==> src/rtl/gf26_rs_encoder.sv <==
// Systematic RS encoder over GF(2^6) (x^6+x+1), generator roots alpha^1..alpha^N_PARITY.
// Optional macro RS_PARITY_BUS_EN adds a parallel parity_bus snapshot output.
module gf26_rs_encoder #(
  parameter int SYM_W    = 6,
  parameter int N_PARITY = 8,
  parameter int K_SYMS   = 55
) (
  input  logic             clk,
  input  logic             resetN,
  input  logic             start,
  input  logic [SYM_W-1:0] data_in,
  input  logic             data_valid,
  output logic             data_ready,
  output logic [SYM_W-1:0] code_out,
  output logic             code_valid,
  output logic             finishFlag
`ifdef RS_PARITY_BUS_EN
  ,
  output logic [N_PARITY*SYM_W-1:0] parity_bus
`endif
);

  localparam int CNT_W  = $clog2(K_SYMS + 1);
  localparam int PCNT_W = $clog2(N_PARITY + 1);
  localparam logic [SYM_W-1:0] PRIM_LOW = SYM_W'(3);

  function automatic logic [SYM_W-1:0] gf_mul(input logic [SYM_W-1:0] a,
                                              input logic [SYM_W-1:0] b);
    logic [SYM_W-1:0] p;
    logic [SYM_W-1:0] x;
    p = '0;
    x = a;
    for (int k = 0; k < SYM_W; k++) begin
      if (b[k]) p = p ^ x;
      x = {x[SYM_W-2:0], 1'b0} ^ (x[SYM_W-1] ? PRIM_LOW : '0);
    end
    return p;
  endfunction

  // Expands prod (x + alpha^i); the monic x^N_PARITY term is implicit.
  function automatic logic [N_PARITY*SYM_W-1:0] gen_coefs();
    logic [SYM_W-1:0]          g [0:N_PARITY];
    logic [SYM_W-1:0]          a;
    logic [N_PARITY*SYM_W-1:0] r;
    for (int j = 0; j <= N_PARITY; j++) g[j] = '0;
    g[0] = SYM_W'(1);
    a    = SYM_W'(1);
    for (int i = 1; i <= N_PARITY; i++) begin
      a = gf_mul(a, SYM_W'(2));
      for (int j = i; j >= 1; j--) g[j] = g[j-1] ^ gf_mul(g[j], a);
      g[0] = gf_mul(g[0], a);
    end
    r = '0;
    for (int j = 0; j < N_PARITY; j++) r[j*SYM_W +: SYM_W] = g[j];
    return r;
  endfunction

  localparam logic [N_PARITY*SYM_W-1:0] G_FLAT = gen_coefs();

  typedef enum logic [1:0] {IDLE, LOAD, PARITY, FINISH} state_t;

  state_t                           state_reg, state_next;
  logic [N_PARITY-1:0][SYM_W-1:0]   lfsr_reg, lfsr_next, lfsr_upd, fb_prod;
  logic [CNT_W-1:0]                 sym_cnt_reg, sym_cnt_next;
  logic [PCNT_W-1:0]                par_cnt_reg, par_cnt_next;
  logic                             start_d_reg;
  logic [SYM_W-1:0]                 code_out_reg, code_out_next;
  logic                             code_valid_reg, code_valid_next;
  logic                             finish_reg, finish_next;
  logic [SYM_W-1:0]                 fb;
  logic                             start_edge;
`ifdef RS_PARITY_BUS_EN
  logic [N_PARITY*SYM_W-1:0]        parity_bus_reg, parity_bus_next;
`endif

  assign fb         = data_in ^ lfsr_reg[N_PARITY-1];
  assign start_edge = start & ~start_d_reg;

  // Constant-coefficient multipliers collapse to XOR trees at elaboration.
  for (genvar gi = 0; gi < N_PARITY; gi++) begin : g_stage
    assign fb_prod[gi] = gf_mul(fb, G_FLAT[gi*SYM_W +: SYM_W]);
    if (gi == 0) begin : g_first
      assign lfsr_upd[gi] = fb_prod[gi];
    end else begin : g_rest
      assign lfsr_upd[gi] = lfsr_reg[gi-1] ^ fb_prod[gi];
    end
  end

  always_comb begin
    state_next      = state_reg;
    lfsr_next       = lfsr_reg;
    sym_cnt_next    = sym_cnt_reg;
    par_cnt_next    = par_cnt_reg;
    code_out_next   = '0;
    code_valid_next = 1'b0;
    finish_next     = 1'b0;
    data_ready      = 1'b0;
`ifdef RS_PARITY_BUS_EN
    parity_bus_next = parity_bus_reg;
`endif
    case (state_reg)
      IDLE: begin
        if (start_edge) begin
          lfsr_next    = '0;
          sym_cnt_next = '0;
          par_cnt_next = '0;
          state_next   = LOAD;
`ifdef RS_PARITY_BUS_EN
          parity_bus_next = '0;
`endif
        end
      end
      LOAD: begin
        data_ready = 1'b1;
        if (data_valid) begin
          lfsr_next       = lfsr_upd;
          sym_cnt_next    = sym_cnt_reg + CNT_W'(1);
          code_out_next   = data_in;
          code_valid_next = 1'b1;
          if (sym_cnt_reg == CNT_W'(K_SYMS - 1)) begin
            state_next = PARITY;
`ifdef RS_PARITY_BUS_EN
            parity_bus_next = lfsr_upd;
`endif
          end
        end
      end
      PARITY: begin
        code_out_next   = lfsr_reg[N_PARITY-1];
        code_valid_next = 1'b1;
        lfsr_next       = {lfsr_reg[N_PARITY-2:0], SYM_W'(0)};
        par_cnt_next    = par_cnt_reg + PCNT_W'(1);
        if (par_cnt_reg == PCNT_W'(N_PARITY - 1)) state_next = FINISH;
      end
      FINISH: begin
        finish_next = 1'b1;
        state_next  = IDLE;
      end
      default: state_next = IDLE;
    endcase
  end

  always_ff @(posedge clk or negedge resetN) begin
    if (!resetN) begin
      state_reg      <= IDLE;
      lfsr_reg       <= '0;
      sym_cnt_reg    <= '0;
      par_cnt_reg    <= '0;
      start_d_reg    <= 1'b0;
      code_out_reg   <= '0;
      code_valid_reg <= 1'b0;
      finish_reg     <= 1'b0;
`ifdef RS_PARITY_BUS_EN
      parity_bus_reg <= '0;
`endif
    end else begin
      state_reg      <= state_next;
      lfsr_reg       <= lfsr_next;
      sym_cnt_reg    <= sym_cnt_next;
      par_cnt_reg    <= par_cnt_next;
      start_d_reg    <= start;
      code_out_reg   <= code_out_next;
      code_valid_reg <= code_valid_next;
      finish_reg     <= finish_next;
`ifdef RS_PARITY_BUS_EN
      parity_bus_reg <= parity_bus_next;
`endif
    end
  end

  assign code_out   = code_out_reg;
  assign code_valid = code_valid_reg;
  assign finishFlag = finish_reg;
`ifdef RS_PARITY_BUS_EN
  assign parity_bus = parity_bus_reg;
`endif

endmodule

==> config.mk <==
export PLATFORM = sky130hd
export DESIGN_NAME = gf26_rs_encoder
export DESIGN_NICKNAME = d
export VERILOG_FILES = /design/src/rtl/gf26_rs_encoder.sv
export SDC_FILE = /design/constraint.sdc
export NUM_CORES = 1
export LEC_CHECK = 0
export BUFFER_PORTS_ARGS = -buffer_cell sky130_fd_sc_hd__buf_2
export CAP_MARGIN = 5
export CORE_AREA = 3 3 132 96
export CTS_BUF_LIST = sky130_fd_sc_hd__clkbuf_2
export CTS_CLUSTER_SIZE = 30
export DETAILED_ROUTE_END_ITERATION = 8
export DIE_AREA = 0 0 135 99
export PLACE_DENSITY = 0.62
export SYNTH_ARGS = -nofsm -noshare
export SYNTH_HDL_FRONTEND = slang
export SYNTH_SLANG_ARGS = --single-unit
export TNS_END_PERCENT = 100
==> constraint.sdc <==
create_clock -name clk -period 2.31 [get_ports clk]
set_input_delay 0.1155 -clock clk [delete_from_list [all_inputs] [get_ports clk]]
set_output_delay 0.1155 -clock clk [all_outputs]
set_load 0.01 [all_outputs]
* Yosys cells after proc, flatten, opt, wreduce, memory -nomap -nowiden
Cells that the tools add are included.
** Storage, ports and cells
- Register bits :: 69
- Bits of input ports :: 10
- Output and inout bits :: 9
- Logic and storage cells :: 88
** Cells by class
- Add/subtract/negate cells :: 2
- Eq/ne operators :: 9
- Multiplexer cells :: 24
- Bitwise operators :: 30
- Reductions and logical operators :: 8
** Operators with widths (number)
- $pmux W48 S3 :: 1
- $xor A6 B6 Y6 :: 23
- $mux W48 :: 2
- $xor A6 B2 Y6 :: 5
- $pmux W6 S2 :: 2
- $mux W2 :: 9
- $mux W6 :: 3
- $ne A2 B2 Y1 const B :: 4
- $pmux W2 S4 :: 1
- $pmux W4 S2 :: 1
- $add A6 B1 Y6 const B :: 1
- $eq A6 B6 Y1 const B :: 1
- $reduce_and A3 Y1 :: 2
- $add A4 B1 Y4 const B :: 1
- $eq A2 B2 Y1 const B :: 2
- $eq A4 B3 Y1 const B :: 1
- $mux W4 :: 1
- $reduce_and A4 Y1 :: 1
- $reduce_bool A2 Y1 :: 2
- $mux W1 :: 3
- $reduce_bool A3 Y1 :: 1
- $eq A2 B1 Y1 const B :: 1
- $logic_not A2 Y1 :: 1
- $pmux W1 S2 :: 1
- other kinds (3) :: 3

* Logic depth before layout (Yosys ltp)
Gate-level depths: netlist of run 1.
- Depth after elaboration :: 15
- Gate-level depth with buffers :: 10

* Worst setup path before layout of run 1
OpenSTA, ideal clock, no wires.
- Kind :: register -> register
- From :: reg state_reg[0]
- To :: reg lfsr_reg[37] (netlist name)
- Library setup time :: 0.065 ns
- Arrival :: 2.081 ns
- Path slack :: 0.164 ns
- Cell stages (with the launch flop) :: 10
- Clock period less this slack :: 2.146 ns
- Cells stage by stage :: dfrtp_1 > inv_1 > ha_1 > clkbuf_1 > nand3_1 > a211oi_2 > clkbuf_1 > o21ai_0 > nand2_1 > a22o_1
** Between the ends
- Cells in the longest elaborated chain, start to end :: 3
- Elaborated cells between the ends (all ways) :: 8
** RTL lines
- from (decl) :: RTL line 62 : state_t state_reg, state_next;
- from (signal assigned) :: RTL line 157 : state_reg <= state_next;
- $eq A2 B1 Y1 (tied with other cells) :: RTL line 101 : case (state_reg)
- $ne A2 B2 Y1 (no source line) / $reduce_bool A3 Y1 (equally long branches)
- $reduce_and A3 Y1 (no source line)
- to (signal assigned) :: RTL line 158 : lfsr_reg <= lfsr_next;
- to (decl) :: RTL line 63 : logic [N_PARITY-1:0][SYM_W-1:0] lfsr_reg, lfsr_next, lfsr_upd, fb_prod;
Several ways; a longest one is shown, not always the timed one.
A chain may end at the register's enable or synchronous reset.

* Final worst setup path of run 1
- From :: reg state_reg[1]
- To :: reg lfsr_reg[8] (netlist name)
The elaborated chain is that of the path after synthesis.

==> flow_summary.json, run 1 <==
{
  "h-tree-depth": 3,
  "cts_tree": "done",
  "grt_pass1_wl_mm": 15.8,
  "core-area_mm2": 0.0115,
  "clock_path_buffers": 2,
  "setup_viol": 0,
  "tns_ns": 0,
  "syn-num-nets": 389,
  "slew_headroom_pct": 66.4,
  "synth.distinct_cells": 45,
  "drt_iter0_drc": 186,
  "grt_pass1_vias": 2957,
  "r2r_setup_slack_ns": 0.17,
  "outcome": "complete, no violations",
  "start_kind": "register",
  "drtAntennaViolNets": 0,
  "cts_resized": 0,
  "rows": 33,
  "placed_area_mm2": 0.00438,
  "fmax_mhz": 468,
  "path_clk_slew_ns": 0.19,
  "powerDensity_mw_per_mm2": 1590,
  "die_area_mm2": 0.0134,
  "drv_slew": 0,
  "clockRootBuffer": "clkbuf_2",
  "synth.area.top_cells": "dfrtp_1 43%, xnor2_1 7.0%, xnor2_4 5.5%",
  "routed_wl_mm": 9.44,
  "via_per_inst": 5.11,
  "die_w_um": 135,
  "fin_crit_sh_pct": 92.6,
  "post_drt_wl_per_cell_um": 16.5,
  "cp.required_ns": 2.74,
  "grt_setup_unrepaired": "false",
  "die_h_um": 99,
  "worst_setup_path_end_kind": "register",
  "area_growth_syn_to_layout_pct": 14.2,
  "worstPathMaxFanout": 13,
  "hold_violations": 0,
  "numCtsBuffers": 9,
  "cellLeakagePower_nw": 2.04,
  "diodes": 0,
  "grt_max_degree": 70,
  "detail_route.drc_violations": 0,
  "finalWeightedCongestion": 0.829,
  "peakVddDrop_v": 0.000561,
  "tightest_slew_ns": 0.498,
  "instances_no_fill": 572,
  "vias": 2923,
  "r2r_end": "lfsr_reg[8]$_DFFE_PN0P_",
  "utilization_pct": 39.5,
  "io_buffers": 18,
  "fin_skew_ns": 0.0195,
  "dpl.cell_count": 548,
  "ys_seq_area_share_pct": 43.4,
  "post_cts_buffers": 0,
  "start_util_pct": 34.6,
  "synthCells": 371,
  "layout_common_cells": "69 x dfrtp_1, 32 x xnor2_1, 32 x o21ai_0",
  "antenna_found_initial": 0,
  "cts.sinks": 69,
  "layout.nets": 429,
  "drtPass1Iterations": 5,
  "overflow": 0,
  "fill_cells": 1115,
  "drive_gt1_share_pct": 17.6,
  "dp_hpwl_mm": 6.58,
  "fin_crit_ns": 2.14,
  "largest_reg_flops": 48,
  "synth_area_per_cell_um2": 10.7,
  "r2r-start": "state_reg[1]$_DFFE_PN0P_",
  "setup.worst_path.class": "reg2reg",
  "io_pins": 19,
  "postCtsHoldBufs": 9,
  "synth_seq_cells": 69,
  "final_common_cell": "dfrtp_1",
  "hold_ws_ns": 0.111,
  "yosysWarnings": 0,
  "grt_use_total_pct": 15.2,
  "timing.max_cap.violations": 0,
  "worstRegToRegCells": 9,
  "syn-cell-area_mm2": 0.00398,
  "netlist.area_leader.share_pct": 43.4,
  "clk_latency_ns": 0.52,
  "arrival_ns": 2.57,
  "hold_class": "in2async",
  "stdcell_area_mm2": 0.00455,
  "yosysTopAreaCell": "dfrtp_1"
}
-- through the flow --
| stage | setup slack, ns | total power, mW |
|---|---|---|
| after floorplan | 0.164 | 5.42 |
| after global placement | 0.297 | 6.55 |
| after detailed placement | 0.209 | 6.65 |
| after CTS | 0.189 | 7.26 |
| after global routing | 0.0428 | 7.81 |
| final | 0.171 | 7.22 |
-- cell families after synthesis --
family | count (synthesis) | synth area share [%]
compound gates | 108 | 19.0
simple gates | 91 | 10.8
flops | 69 | 43.4
xor+xnor | 63 | 20.4
buf+inv | 29 | 3.05
fa+ha+maj | 8 | 2.51
mux | 3 | 0.817
-- synthesized netlist by cell type --
cell and n:
a22oi_1 13, clkbuf_1 14, nor3_1 9, xor2_2 2
a22o_1 5, inv_1 9, or3_1 1, xor2_1 13
xnor2_4 8, o22ai_1 6, a211oi_2 1, and3_1 2
o21ai_0 32, a211o_1 1, o21a_1 1, a21oi_1 12
xnor2_2 4, o21ai_1 3, nand3_1 6, xnor2_1 32
nor3b_1 6, dfrtp_1 69, nand2b_1 1, buf_1 2
o211ai_1 3, a21o_1 4, mux2i_1 1, nand4_1 2
and4b_1 1, and2_1 4, o221ai_1 2, xnor3_1 2
nor2_1 26, a32o_1 1, mux2_2 2, xor2_4 1
ha_1 8, xor3_4 1, a32oi_1 1, a211oi_1 2
nor2b_1 7, buf_4 3, buf_2 1, a221o_1 21
nand2_1 26
-- where the power goes --
group	internal, mW	switching, mW
clock	0.143	0.426
sequential	1.67	0.463
combinational	2.09	2.43
total	3.90	3.32
-- how the worst max path moves through the flow --
stage / startpoint / to / slack, ns / cells past startpoint
2_1_floorplan: state_reg[0]$_DFFE_PN0P_ / lfsr_reg[37]$_DFFE_PN0P_ / 0.16 / 9
3_3_place_gp: state_reg[0]$_DFFE_PN0P_ / lfsr_reg[8]$_DFFE_PN0P_ / 0.30 / 8
3_5_place_dp: state_reg[0]$_DFFE_PN0P_ / lfsr_reg[8]$_DFFE_PN0P_ / 0.21 / 8
4_1_cts: state_reg[0]$_DFFE_PN0P_ / lfsr_reg[8]$_DFFE_PN0P_ / 0.19 / 8
5_1_grt: state_reg[0]$_DFFE_PN0P_ / lfsr_reg[29]$_DFFE_PN0P_ / 0.04 / 8
6_report: state_reg[1]$_DFFE_PN0P_ / lfsr_reg[8]$_DFFE_PN0P_ / 0.17 / 9
-- final cells by class --
class	count	area, um^2	share of cell area [%]
Multi-Input combinational cell	273	2130	46.9
Sequential cell	69	1730	38.0
Timing Repair Buffer	49	383	8.42
Tap cell	157	196	4.32
Clock buffer	12	60.1	1.32
Inverter	9	33.8	0.743
Clock inverter	3	13.8	0.303
-- layer usage --
metal | part of all wire, % | global-route usage (%) | vias up | wire length [um]
met3 | 5.1 | 3.88 | 7 | 477
li1 | - | - | 1416 | -
met1 | 52 | 23.6 | 1440 | 4950
met4 | 0.85 | 4.03 | 0 | 80
met5 | 0 | 0 | - | 0
met2 | 42 | 20.7 | 60 | 3930
-- critical path: stages, from the launching register on --
cell	delay, ns
dfrtp_1	0.46
inv_1	0.12
ha_1	0.17
nor2b_1	0.21
a211oi_1	0.08
buf_4	0.20
and2_1	0.16
buf_4	0.17
a21o_1	0.18
a221o_1	0.29
Note: power is estimated with default switching activity, not from simulation.
==> run 2, diff against run 1 <==
--- a/config.mk
+++ b/config.mk
@@ -12,7 +12,7 @@
 export CTS_CLUSTER_SIZE = 30
 export DETAILED_ROUTE_END_ITERATION = 8
 export DIE_AREA = 0 0 135 99
-export PLACE_DENSITY = 0.62
+export PLACE_DENSITY = 0.61
 export SYNTH_ARGS = -nofsm -noshare
 export SYNTH_HDL_FRONTEND = slang
 export SYNTH_SLANG_ARGS = --single-unit
==> constraint.sdc (replaced) <==
create_clock -name clk -period 2.61 [get_ports clk]
set_input_delay 0.1305 -clock clk [delete_from_list [all_inputs] [get_ports clk]]
set_output_delay 0.1305 -clock clk [all_outputs]
set_load 0.01 [all_outputs]
==> run 2 against run 1 <==
Against the previous run: utilization is essentially flat; sequential cell count unchanged; largest power group unchanged; clock power up 24%; routed wire length down 3.0%; maximum frequency is 6.5% lower; sequential power shrank 11%; non-clock buffer count fell by 4; register-to-register slack improved by 0.15 ns; power shrank 11%; via count fell by 0.21%; clock skew up 0.016 ns; worst hold slack improved by 0.11 ns.
==> flow_summary.json, run 2 (synthesized netlist as in run 1, its figures left out) <==
{
  "cellLeakagePower_nw": 2.02,
  "arrival_ns": 2.69,
  "die_w_um": 135,
  "layout_common_cells": "69 x dfrtp_1, 32 x xnor2_1, 32 x o21ai_0",
  "overflow": 0,
  "clockRootBuffer": "clkbuf_2",
  "grt_max_degree": 47,
  "postCtsHoldBufs": 9,
  "antenna_found_initial": 0,
  "placed_area_mm2": 0.00433,
  "tightest_slew_ns": 0.875,
  "vias": 2917,
  "dp_slack_ns": 0.358,
  "rows": 33,
  "timing.max_cap.violations": 0,
  "diodes": 0,
  "drv_slew": 0,
  "tns_ns": 0,
  "fin_crit_sh_pct": 87.7,
  "cts.sinks": 69,
  "h-tree-depth": 3,
  "die_area_mm2": 0.0134,
  "crit_slowest_cell": "dfrtp_1",
  "setup_slack_ns": 0.322,
  "area_growth_syn_to_layout_pct": 14.2,
  "peakVddDrop_v": 0.000665,
  "dp_hpwl_mm": 6.40,
  "outcome": "complete, no violations",
  "via_per_inst": 5.13,
  "setup_viol": 0,
  "fin_crit_ns": 2.29,
  "grt_pass1_vias": 2894,
  "grt_pass1_wl_mm": 15.6,
  "cp.required_ns": 3.01,
  "utilization_pct": 39.5,
  "cts_tree": "done",
  "path_clk_slew_ns": 0.21,
  "numCtsBuffers": 9,
  "drt_iter0_drc": 183,
  "path_cells": "inv_1 -> ha_1 -> nor2b_1 -> a211oi_1 -> buf_4 -> nand2_1 -> o21ai_0 -> a221o_1",
  "start_util_pct": 34.6,
  "start_kind": "register",
  "grt_setup_unrepaired": "false",
  "post_drt_wl_per_cell_um": 16.1,
  "hold_class": "in2async",
  "hold_violations": 0,
  "stdcell_area_mm2": 0.00455,
  "drive_gt1_share_pct": 16.7,
  "fmax_mhz": 437,
  "powerDensity_mw_per_mm2": 1420,
  "clock_path_buffers": 2,
  "routed_wl_mm": 9.16,
  "cts_resized": 0,
  "crit_buf_inv": 2,
  "critPathTopFamily": "compound AO/OA/AOI/OAI gates",
  "instances_no_fill": 569,
  "clk_latency_ns": 0.53,
  "finalWeightedCongestion": 0.804,
  "worst_setup_path_end_kind": "register",
  "drtPass1Iterations": 5,
  "io_buffers": 18,
  "layout.nets": 425,
  "worstPathMaxFanout": 13,
  "critical_path.max_stage_delay_ns": 0.45,
  "detail_route.drc_violations": 0,
  "slew_headroom_pct": 41.7,
  "fin_skew_ns": 0.0358,
  "drtAntennaViolNets": 0,
  "post_cts_buffers": 0,
  "grt_use_total_pct": 15.0,
  "core-area_mm2": 0.0115,
  "dpl.cell_count": 544,
  "hold_ws_ns": 0.218,
  "largest_reg_flops": 48,
  "die_h_um": 99,
  "io_pins": 19,
  "final_common_cell": "dfrtp_1",
  "setup.worst_path.class": "reg2reg",
  "power.total_mw": 6.44
}
## run 2: per-layer routing
| layer | routed length (um) | GRT usage [%] |
|---|---|---|
| met3 | 503 | 5.10 |
| met2 | 3820 | 20.3 |
| met1 | 4780 | 22.8 |
| met5 | 0 | 0 |
| met4 | 52 | 3.87 |
## run 2: power by group
part | internal (mW) | total (mW) | switching [mW]
clock network | 0.319 | 0.708 | 0.389
logic | 1.75 | 3.85 | 2.10
registers | 1.48 | 1.89 | 0.410
## run 2: layout make-up
| class | instances | area [um^2] |
|---|---|---|
| inverters | 9 | 33.8 |
| clock buffers | 11 | 55.1 |
| fillers | 1100 | 6970 |
| flip-flops and latches | 69 | 1730 |
| clock inverters | 5 | 75.1 |
| multi-input cells | 273 | 2130 |
| repair buffers | 45 | 328 |
| well taps | 157 | 196 |
## run 2: path summary, 6_finish.rpt
path	start	end	slack, ns	cells after the start
max	state_reg[1]$_DFFE_PN0P_	lfsr_reg[9]$_DFFE_PN0P_	0.32	8
min	resetN	lfsr_reg[44]$_DFFE_PN0P_	0.22	2
max reg2reg	state_reg[1]$_DFFE_PN0P_	lfsr_reg[9]$_DFFE_PN0P_	0.32	8
min reg2reg	lfsr_reg[1]$_DFFE_PN0P_	lfsr_reg[7]$_DFFE_PN0P_	0.50	1
max in group asynchronous	resetN	lfsr_reg[15]$_DFFE_PN0P_	1.68	3
min in group clk	start	start_d_reg$_DFF_PN0_	0.26	2
